[src/rtl/crypto_wallet_gpio_in_conditioner_if.sv]
// ---------------------------------------------------------------------------
// crypto_wallet_gpio_in_conditioner_if
//
// Avalon-MM slave bus bundle for the GPIO input conditioner register file.
//   address    [1:0]  word address
//   chipselect        slave select
//   write_n           active-low write strobe
//   writedata  [31:0] write data
//   readdata   [31:0] registered read data (slave -> master)
//   irq               level interrupt (slave -> master)
// Modports: master (Nios side / testbench), slave (conditioner).
// ---------------------------------------------------------------------------
interface crypto_wallet_gpio_in_conditioner_if;
    logic [1:0]  address;
    logic        chipselect;
    logic        write_n;
    logic [31:0] writedata;
    logic [31:0] readdata;
    logic        irq;

    modport master (
        output address,
        output chipselect,
        output write_n,
        output writedata,
        input  readdata,
        input  irq
    );

    modport slave (
        input  address,
        input  chipselect,
        input  write_n,
        input  writedata,
        output readdata,
        output irq
    );
endinterface

[src/rtl/crypto_wallet_gpio_in_conditioner.sv]
// ---------------------------------------------------------------------------
// crypto_wallet_gpio_in_conditioner
//
// Conditions the wallet's button/switch pins before the GPIO PIO input path:
// two-flop synchroniser, per-bit stability-counter debounce, and edge capture
// with a maskable level interrupt. A small Avalon-MM register file exposes
// the state.
//
// Parameters:
//   WIDTH            number of conditioned pins (1..32)
//   DEBOUNCE_CYCLES  cycles a changed level must persist before acceptance (>=2)
//
// Ports:
//   clk       system clock
//   reset_n   asynchronous active-low reset
//   pin_in    raw asynchronous pin levels
//   cond_out  debounced stable levels (PIO data-in)
//   bus       Avalon-MM slave (address/chipselect/write_n/writedata/readdata/irq)
//
// Register map (word address):
//   0 stable (RO)   1 edge capture (W1C)   2 irq mask (RW)   3 sync2 raw (RO)
//
// Build option: define GPIO_COND_FALL_EDGE_EN to capture falling as well as
// rising debounced changes; by default only rising changes are captured.
// ---------------------------------------------------------------------------
module crypto_wallet_gpio_in_conditioner #(
    parameter int WIDTH           = 32,
    parameter int DEBOUNCE_CYCLES = 50000
) (
    input  logic                                   clk,
    input  logic                                   reset_n,
    input  logic [WIDTH-1:0]                       pin_in,
    output logic [WIDTH-1:0]                       cond_out,
    crypto_wallet_gpio_in_conditioner_if.slave     bus
);

    localparam int            CW       = $clog2(DEBOUNCE_CYCLES);
    localparam logic [CW-1:0] CNT_LAST = CW'(DEBOUNCE_CYCLES - 1);

    localparam logic [1:0] ADDR_STABLE = 2'd0;
    localparam logic [1:0] ADDR_EDGE   = 2'd1;
    localparam logic [1:0] ADDR_MASK   = 2'd2;
    localparam logic [1:0] ADDR_SYNC   = 2'd3;

    logic [WIDTH-1:0] r_sync1;
    logic [WIDTH-1:0] r_sync2;
    logic [WIDTH-1:0] r_stable;
    logic [CW-1:0]    r_cnt [WIDTH];
    logic [WIDTH-1:0] r_edge;
    logic [WIDTH-1:0] r_mask;
    logic [31:0]      r_readdata;

    logic [WIDTH-1:0] w_stable_nxt;
    logic [CW-1:0]    w_cnt_nxt [WIDTH];
    logic             w_wr;
    logic [WIDTH-1:0] w_clr;
    logic [WIDTH-1:0] w_edge_set;
    logic [WIDTH-1:0] w_edge_nxt;
    logic [31:0]      w_rd_mux;
    logic             w_unused_wdata;

    // Per-bit debounce: any sample equal to the stable level restarts the
    // count, so only DEBOUNCE_CYCLES consecutive differing samples flip it.
    always_comb begin
        w_stable_nxt = r_stable;
        for (int unsigned i = 0; i < WIDTH; i++) begin
            w_cnt_nxt[i] = '0;
            if (r_sync2[i] != r_stable[i]) begin
                if (r_cnt[i] == CNT_LAST) begin
                    w_stable_nxt[i] = r_sync2[i];
                end else begin
                    w_cnt_nxt[i] = r_cnt[i] + 1'b1;
                end
            end
        end
    end

    assign w_wr  = bus.chipselect && !bus.write_n;
    assign w_clr = (w_wr && (bus.address == ADDR_EDGE)) ? bus.writedata[WIDTH-1:0] : '0;

`ifdef GPIO_COND_FALL_EDGE_EN
    assign w_edge_set = w_stable_nxt ^ r_stable;
`else
    assign w_edge_set = w_stable_nxt & ~r_stable;
`endif

    // Set is OR'd after the clear so a same-cycle set wins over write-1-clear.
    assign w_edge_nxt = (r_edge & ~w_clr) | w_edge_set;

    // Upper writedata bits are don't-care when WIDTH < 32.
    assign w_unused_wdata = |{1'b0, bus.writedata};

    always_comb begin
        w_rd_mux = '0;
        case (bus.address)
            ADDR_STABLE: w_rd_mux[WIDTH-1:0] = r_stable;
            ADDR_EDGE:   w_rd_mux[WIDTH-1:0] = r_edge;
            ADDR_MASK:   w_rd_mux[WIDTH-1:0] = r_mask;
            ADDR_SYNC:   w_rd_mux[WIDTH-1:0] = r_sync2;
            default:     w_rd_mux = '0;
        endcase
    end

    always_ff @(posedge clk or negedge reset_n) begin
        if (!reset_n) begin
            r_sync1    <= '0;
            r_sync2    <= '0;
            r_stable   <= '0;
            r_edge     <= '0;
            r_mask     <= '0;
            r_readdata <= '0;
            for (int unsigned i = 0; i < WIDTH; i++) begin
                r_cnt[i] <= '0;
            end
        end else begin
            r_sync1    <= pin_in;
            r_sync2    <= r_sync1;
            r_stable   <= w_stable_nxt;
            r_edge     <= w_edge_nxt;
            r_readdata <= w_rd_mux;
            for (int unsigned i = 0; i < WIDTH; i++) begin
                r_cnt[i] <= w_cnt_nxt[i];
            end
            if (w_wr && (bus.address == ADDR_MASK)) begin
                r_mask <= bus.writedata[WIDTH-1:0];
            end
        end
    end

    assign cond_out     = r_stable;
    assign bus.readdata = r_readdata;
    assign bus.irq      = |(r_edge & r_mask);

endmodule

[src/flat_wrapper.sv]
// flat-port wrapper written by rule: the top's interface ports become plain ports
module crypto_wallet_gpio_in_conditioner_flat 
#(
    parameter int WIDTH           = 32,
    parameter int DEBOUNCE_CYCLES = 50000
)
  (clk, reset_n, pin_in, cond_out, bus_address, bus_chipselect, bus_write_n, bus_writedata, bus_readdata, bus_irq);
  crypto_wallet_gpio_in_conditioner_if bus_i ();
  input  logic clk;
  input  logic reset_n;
  input  logic [WIDTH-1:0] pin_in;
  output logic [WIDTH-1:0] cond_out;
  input wire logic [$bits(bus_i.address)-1:0] bus_address;
  input wire logic [$bits(bus_i.chipselect)-1:0] bus_chipselect;
  input wire logic [$bits(bus_i.write_n)-1:0] bus_write_n;
  input wire logic [$bits(bus_i.writedata)-1:0] bus_writedata;
  output wire logic [$bits(bus_i.readdata)-1:0] bus_readdata;
  output wire logic [$bits(bus_i.irq)-1:0] bus_irq;
  assign bus_i.address = bus_address;
  assign bus_i.chipselect = bus_chipselect;
  assign bus_i.write_n = bus_write_n;
  assign bus_i.writedata = bus_writedata;
  assign bus_readdata = bus_i.readdata;
  assign bus_irq = bus_i.irq;
  crypto_wallet_gpio_in_conditioner #(.WIDTH(WIDTH), .DEBOUNCE_CYCLES(DEBOUNCE_CYCLES)) u_core (.clk(clk), .reset_n(reset_n), .pin_in(pin_in), .cond_out(cond_out), .bus(bus_i));
endmodule
[config.mk]
export PLATFORM = sky130hd
export DESIGN_NAME = crypto_wallet_gpio_in_conditioner_flat
export DESIGN_NICKNAME = d
export VERILOG_FILES = /design/src/rtl/crypto_wallet_gpio_in_conditioner_if.sv /design/src/rtl/crypto_wallet_gpio_in_conditioner.sv /design/src/flat_wrapper.sv
export SDC_FILE = /design/constraint.sdc
export NUM_CORES = 1
export LEC_CHECK = 0
export CELL_PAD_IN_SITES_DETAIL_PLACEMENT = 0
export CELL_PAD_IN_SITES_GLOBAL_PLACEMENT = 1
export CORE_MARGIN = 4
export CORE_UTILIZATION = 45
export CTS_CLUSTER_DIAMETER = 200
export DETAILED_ROUTE_END_ITERATION = 7
export PLACE_DENSITY_LB_ADDON = 0.1
export SYNTH_ARGS = -nofsm -noshare
export SYNTH_HDL_FRONTEND = slang
export SYNTH_SLANG_ARGS = --single-unit
[constraint.sdc]
create_clock -name clk -period 4.1 [get_ports clk]
set_input_delay 0.615 -clock clk [delete_from_list [all_inputs] [get_ports clk]]
set_output_delay 0.615 -clock clk [all_outputs]
set_load 0.005 [all_outputs]
==> results by group, run 1 <==
Cells and area
  • Synthesis-to-finish area growth: 15.4%
  • Final #Nets: 3303
  • Commonest non-fill, non-tap cell in the layout: dfrtp_1
  • Fin cells: 4210
  • Post-Route Utilization: 0.524
  • Most frequent cells in the layout: 704 x dfrtp_1, 546 x nor2_1, 359 x xnor2_1
  • Final Cell Area: roughly 37000 um2
  • Share of cells above drive strength 1: 0.0900

Die
  • Die footprint: 76500 um2
  • Starting Density: 0.454
  • Io pins: 135
  • Die Wd: roughly 280 um
  • Die span in y: 277 um
  • Placeable Area: 71500 um2
  • Row cnt: between 90 and 100

Clock tree
  • TritonCTS buffer count: 81
  • H-Tree Depth: 3
  • Post_cts resized: 0
  • Clock latency at the later pin of the worst-skew pair: 0.61 ns
  • CTS sink cnt: 704
  • CTS tree: built
  • Clock Path Buffers: 3
  • CTS root buffer: clkbuf_16
  • Clock transition at the registers of the reported paths: approximately 0.06 ns
  • Post-CTS Hold Buffers: 0
  • Postcts setup bufs: 0

Power
  • Leak: 0.0150 uW
  • Total power per unit cell area: 408 nW/um2
  • Final Power: 15300 uW
  • Maximum vdd drop: 287 uV

Placed design
  • Placed Instances: 4068
  • IO Port Bufs: between 100 and 150
  • DP Area: 34900 um2
  • HPWL reported at the end of detailed placement: about 49000 um
  • GPL Wtd Cong: ~0.84

Global routing
  • Total grt overflow: 0
  • Vias in the first global route: 22.8k
  • Total Routing Usage GR: 0.189
  • Largest net degree at the start of global routing: 83
  • Global-route wire length before repair: 121000 um
  • Initial antenna violation count: 11

Logic synthesis
  • Synthesized cell area: approximately 32000 um2
  • Synth warn: 0
  • Cell count after synthesis: between 3k and 4k
  • Seq/Total Area, Yosys: 0.543
  • Synthesized-area fraction occupied by xor and xnor cells: 0.126
  • Synth Area in Simple Gates: 0.237
  • Asr flop ratio synth: 1.00
  • Mux cell area share after synthesis: 0.0460
  • Compound-Gate Fraction of Synth Area: 0.0148
  • Post-synth net total: about 3.1k
  • Mean Syn Cell Area: 10.8 um2
  • Distinct cells, synth: 47
  • #FFs+latches synth: 704
  • Largest family of logic cells by synthesized area: simple AND/OR/NAND/NOR gates
  • Number of flops mapped to enable cells by yosys: 0
  • Adder and majority gate portion of the synthesized area: 0.0123
  • Top_reg_cell synth: dfrtp_1

STA
  • Period utilization: 0.852
  • RSZ-0062 raised after global routing: false
  • Worst Skew: 0.0182 ns
  • Fmax: 286 MHz
  • Final Slew Violations: 0
  • Tmin final: approximately 3.5 ns
  • Worst-margin pin slew: 0.789 ns
  • Setup TNS: 0 ns
  • Setup violations, final: 0
  • Final Hold Fails: 0
  • Max-slew headroom: 0.474

Setup path
  • Worst EP arrival: 2.88 ns
  • Kind of critical path: reg2out
  • Critical Path Sink Type: output pin
  • Startpoint Class: flip-flop
  • Reg2Reg Capture Point: u_core.r_cnt[409]
  • Register-to-Register Path Depth: 4
  • Critical register-to-register path startpoint: u_core.r_cnt[407]
  • CP Max Fanout: 3
  • Reg2reg setup slack: around 2.1 ns
  • Critical path required time: 3.48 ns

Flow run
  • Maximum capacitance violations: 0

Drt
  • Iter 0 DRT Violations: ~1.4k
  • 1st-pass router iterations: 5
  • Via count: 22.4k
  • Vias/cell: 5.33
  • Post-route ant nets: 0
  • Routed WL: about 70000 um
  • DRC: 0
  • WL per Instance: 17.0 um

Min path
  • Worst min-delay path class: in2async

Run status
  • Outcome: completed
==> cell families after synthesis <==
logic type                 Yosys count
xor gates and xnor gates           466
adders and majority gates           32
buffers and inverters              150
muxes                               96
AOI/OAI and AO/OA                   76
and+or+nand+nor                   1494
DFF                                704
==> metal layers <==
layer | routed length, um | up-vias | GRT usage
met2 | 32600 | 343 | 0.296
met3 | 4240 | 89 | 0.0485
met4 | 1080 | 8 | 0.0433
met1 | 33700 | 11200 | 0.268
met5 | 57 | - | 0
li1 | - | 10800 | -
==> cell usage after synthesis (all sizes together), types with 42 or more instances <==
master | count | share of area
nand2 | 194 | 0.025
nand4 | 130 | 0.025
xor2 | 107 | 0.029
nor2 | 546 | 0.063
nor3 | 116 | 0.018
xnor2 | 359 | 0.097
inv | 96 | 0.011
dfrtp | 704 | 0.54
nor4 | 111 | 0.021
mux2 | 64 | 0.024
nand3 | 169 | 0.026
and3 | 42 | 0.0084
==> critical path: stages, from the launching register on <==
cell and delay, ns:
dfrtp_1 0.39, a22oi_1 0.43, nand4_1 0.25, or4_1 0.69, clkdlybuf4s50_1 0.50
==> how the worst max path moves through the flow <==
stage	slack (ns)	end	startpoint	depth (start not counted)
2_1_floorplan	2.19	u_core.r_mask[10]	bus_address[0]	5
3_3_place_gp	1.23	bus_irq	u_core.r_edge[9]	4
3_5_place_dp	1.24	bus_irq	u_core.r_edge[9]	4
4_1_cts	0.56	bus_irq	u_core.r_edge[9]	4
5_1_grt	0.53	bus_irq	u_core.r_edge[9]	4
6_report	0.61	bus_irq	u_core.r_edge[9]	4
==> area by class of cell <==
class | count | area (um2)
timing repair buffer | 154 | 1580
multi-input combinational | 2164 | 14200
inverter | 96 | 360
sequential | 704 | 17600
fill | 6310 | 34000
tap | 950 | 1190
antenna | 5 | 12.5
clock inverter | 17 | 145
clock buffer | 120 | 2380
==> registers in the layout, indices dropped and copies added (netlist names) <==
signal / cells
u_core.r_sync2: 32
u_core.r_edge: 32
u_core.r_mask: 32
u_core.r_sync1: 32
u_core.bus.readdata: 32
u_core.cond_out: 32
u_core.r_cnt: 512
==> where the power goes <==
| part | switching [uW] | leakage [uW] | internal, uW |
|---|---|---|---|
| Combinational | 477 | 0.00432 | 421 |
| Sequential | 245 | 0.00946 | 7230 |
| Clock | 2790 | 0.00125 | 4110 |
==> per-stage QoR <==
| stage | hold WS, ns | setup slack, ns |
|---|---|---|
| 6_report | 0.0609 | 0.608 |
| 5_1_grt | 0.0967 | 0.531 |
| 4_1_cts | 0.0546 | 0.560 |
| 3_5_place_dp | 0.336 | 1.24 |
| 3_3_place_gp | 0.333 | 1.23 |
| 2_1_floorplan | 0.319 | 2.19 |
Power figures use the tool's default switching activity.
==> run 2: changes to the inputs <==
--- a/config.mk
+++ b/config.mk
@@ -11,6 +11,7 @@
 export CORE_UTILIZATION = 45
 export CTS_CLUSTER_DIAMETER = 200
 export DETAILED_ROUTE_END_ITERATION = 7
+export DONT_BUFFER_PORTS = 1
 export PLACE_DENSITY_LB_ADDON = 0.1
 export SYNTH_ARGS = -nofsm -noshare
 export SYNTH_HDL_FRONTEND = slang
==> run 2 against run 1 <==
The flow now finishes with violations (negative hold slack, max-slew violations); non-clock buffer count shrank 119; worst setup slack gained 0.51 ns; critical path depth shrank 1; design area shrank 2.9%; sequential power is essentially flat; power shrank 0.16%; clock skew shrank 0.0040 ns.
==> results by group, run 2 (synthesized netlist as in run 1, its figures left out) <==
Cells and area
  • Final #Nets: 3183 (-3.6%)
  • Share of cells above drive strength 1: 0.0920 (+0.00196)
  • Synthesis-to-finish area growth: 12.1%
  • Most frequent cells in the layout: 704 x dfrtp_1, 546 x nor2_1, 359 x xnor2_1
  • Most flop-heavy register: u_core.r_cnt
  • Post-Route Utilization: 0.509 (-0.0150)
  • Max reg flops: 512 (unchanged)
  • Commonest non-fill, non-tap cell in the layout: dfrtp_1

Die
  • Row cnt: 98 (unchanged)
  • Placeable Area: 71500 um2 (unchanged)
  • Io pins: 135 (unchanged)
  • Starting Density: 0.454 (unchanged)
  • Die span in y: 277 um (unchanged)
  • Die footprint: 76500 um2 (unchanged)
  • Die Wd: 277 um (unchanged)

Setup path
  • Cell breakdown of the critical path: a22oi_1 -> nand4_1 -> or4_1
  • CP bufs+invs: 0 (-1)
  • Reg2reg setup slack: 1.97 ns (-0.11 ns)
  • Kind of critical path: reg2out
  • Crit. path cell count: 3 (-1)
  • CP Capture Point: bus_irq
  • Worst EP arrival: 2.37 ns (-0.51 ns)
  • Critical path required time: 3.48 ns (about the same)
  • Critical Path Sink Type: output pin
  • Crit-path slowest cell: or4_1
  • Reg2Reg Capture Point: u_core.r_cnt[14]
  • Startpoint Class: flip-flop
  • Largest stage delay, worst path: 0.72 ns (+0.03 ns)
  • Register-to-Register Path Depth: 5 (+1)
  • CP Max Fanout: 3 (unchanged)
  • Crit path launch: u_core.r_edge[26]
  • Top Family by Delay on Critical Path: simple AND/OR/NAND/NOR gates
  • Critical register-to-register path startpoint: u_core.r_cnt[12]

Min path
  • Worst min-delay path class: in2async

Clock tree
  • CTS tree: built
  • Clock Path Buffers: 3 (unchanged)
  • Clock transition at the registers of the reported paths: 0.06 ns (about the same)
  • H-Tree Depth: 3 (unchanged)
  • TritonCTS buffer count: 80 (-1.2%)
  • Post-CTS Hold Buffers: 32 (+32)
  • CTS sink cnt: 704 (unchanged)
  • CTS root buffer: clkbuf_16
  • Clock latency at the later pin of the worst-skew pair: 0.61 ns (about the same)

Drt
  • WL per Instance: 17.1 um (+0.44%)
  • Iter 0 DRT Violations: 1346 (-3.9%)
  • Via count: 21.7k (-3.3%)
  • Routed WL: 70100 um (-2.2%)
  • Vias/cell: 5.29 (-0.69%)
  • Post-route ant nets: 0 (unchanged)
  • 1st-pass router iterations: 5 (unchanged)
  • DRC: 0 (unchanged)

Global routing
  • Vias in the first global route: 22.0k (-3.6%)
  • Initial antenna violation count: 6 (-5)
  • Largest net degree at the start of global routing: 705 (+750%)
  • Total grt overflow: 0 (unchanged)
  • Total Routing Usage GR: 0.184 (-0.00538)
  • Global-route wire length before repair: 117000 um (-3.1%)

STA
  • Final hold slack: -0.299 ns (-0.360 ns)
  • Worst-margin pin slew: 3.01 ns (+2.22 ns)
  • Setup TNS: 0 ns (unchanged)
  • Period utilization: 0.727 (-0.125)
  • Setup violations, final: 0 (unchanged)
  • Worst Skew: 0.0141 ns (-0.00403 ns)
  • Final Slew Violations: 576 (+576)
  • Final Hold Fails: 123 (+123)
  • Final WS setup: 1.12 ns (+0.511 ns)
  • RSZ-0062 raised after global routing: false
  • Max-slew headroom: -1.01 (-1.48)
  • Fmax: 335 MHz (+17%)
  • Tmin final: 2.98 ns (-0.511 ns)

Placed design
  • HPWL reported at the end of detailed placement: 45800 um (-7.0%)
  • GPL Wtd Cong: 0.830 (-1.0%)
  • Pre-CTS setup slack: 1.61 ns (+0.378 ns)
  • IO Port Bufs: 0 (-100%)

Power
  • Leak: 0.0146 uW (-2.6%)
  • Maximum vdd drop: 336 uV (+17%)
  • Final Power: 15300 uW (-0.16%)
  • Total power per unit cell area: 419 nW/um2 (+2.8%)

Run status
  • Outcome: complete, but fails checks
  • Failing checks: negative hold slack, max-slew violations

Flow run
  • Maximum capacitance violations: 0 (unchanged)
-- run 2: changes by cell type in the layout (fill, tap and decap cells not counted), moves of 2 or more --
cell	change
buf_12	-7
buf_4	-11
bufinv_16	+2
clkbuf_1	-10
clkbuf_8	+7
clkdlybuf4s50_1	-131
clkinv_2	+6
dlygate4sd3_1	+32
-- run 2: metrics by stage --
stage                     area, um2  instances
final                         36400       4098
after global routing          36400       4092
after global placement        33400       3917
after CTS                     36400       4092
after detailed placement      33400       3917
after floorplan               32400       3018
-- run 2: metal layers --
metal	up-vias	part of all wire	track usage
li1	10600	-	-
met1	10700	0.47	0.256
met2	322	0.44	0.281
met3	105	0.063	0.0565
met4	2	0.025	0.0507
met5	-	0.00019	0
-- run 2: repair_timing --
action / CTS / global route
endpoints found under the hold margin: 736 / 704
setup buffers: 0 / 0
gates resized for setup: 0 / 0
-- run 2: how the worst min path moves through the flow --
| stage | start | to | slack [ns] | depth (start not counted) |
|---|---|---|---|---|
| floorplan | reset_n | u_core.bus.readdata[0] | 0.32 | 0 |
| global placement | u_core.r_sync1[24] | u_core.r_sync2[24] | 0.33 | 0 |
| detailed placement | u_core.r_sync1[26] | u_core.r_sync2[26] | 0.33 | 0 |
| CTS | reset_n | u_core.r_cnt[440] | -0.31 | 0 |
| global route | reset_n | u_core.r_cnt[446] | -0.32 | 0 |
| finish | reset_n | u_core.r_cnt[432] | -0.30 | 0 |
-- run 2: power breakdown --
group | total [uW] | leakage (uW) | internal (uW) | switching (uW)
Sequential | 7500 | 0.00946 | 7240 | 264
Clock | 7190 | 0.00134 | 4360 | 2830
Combinational | 557 | 0.00383 | 284 | 274
-- run 2: layout make-up --
class	instances	area (um2)
Fill cell	6465	35100
Sequential cell	704	17600
Multi-Input combinational cell	2164	14200
Clock buffer	117	2440
Tap cell	950	1190
Inverter	96	360
Timing Repair Buffer	35	343
Clock inverter	26	243
Antenna cell	6	15.0
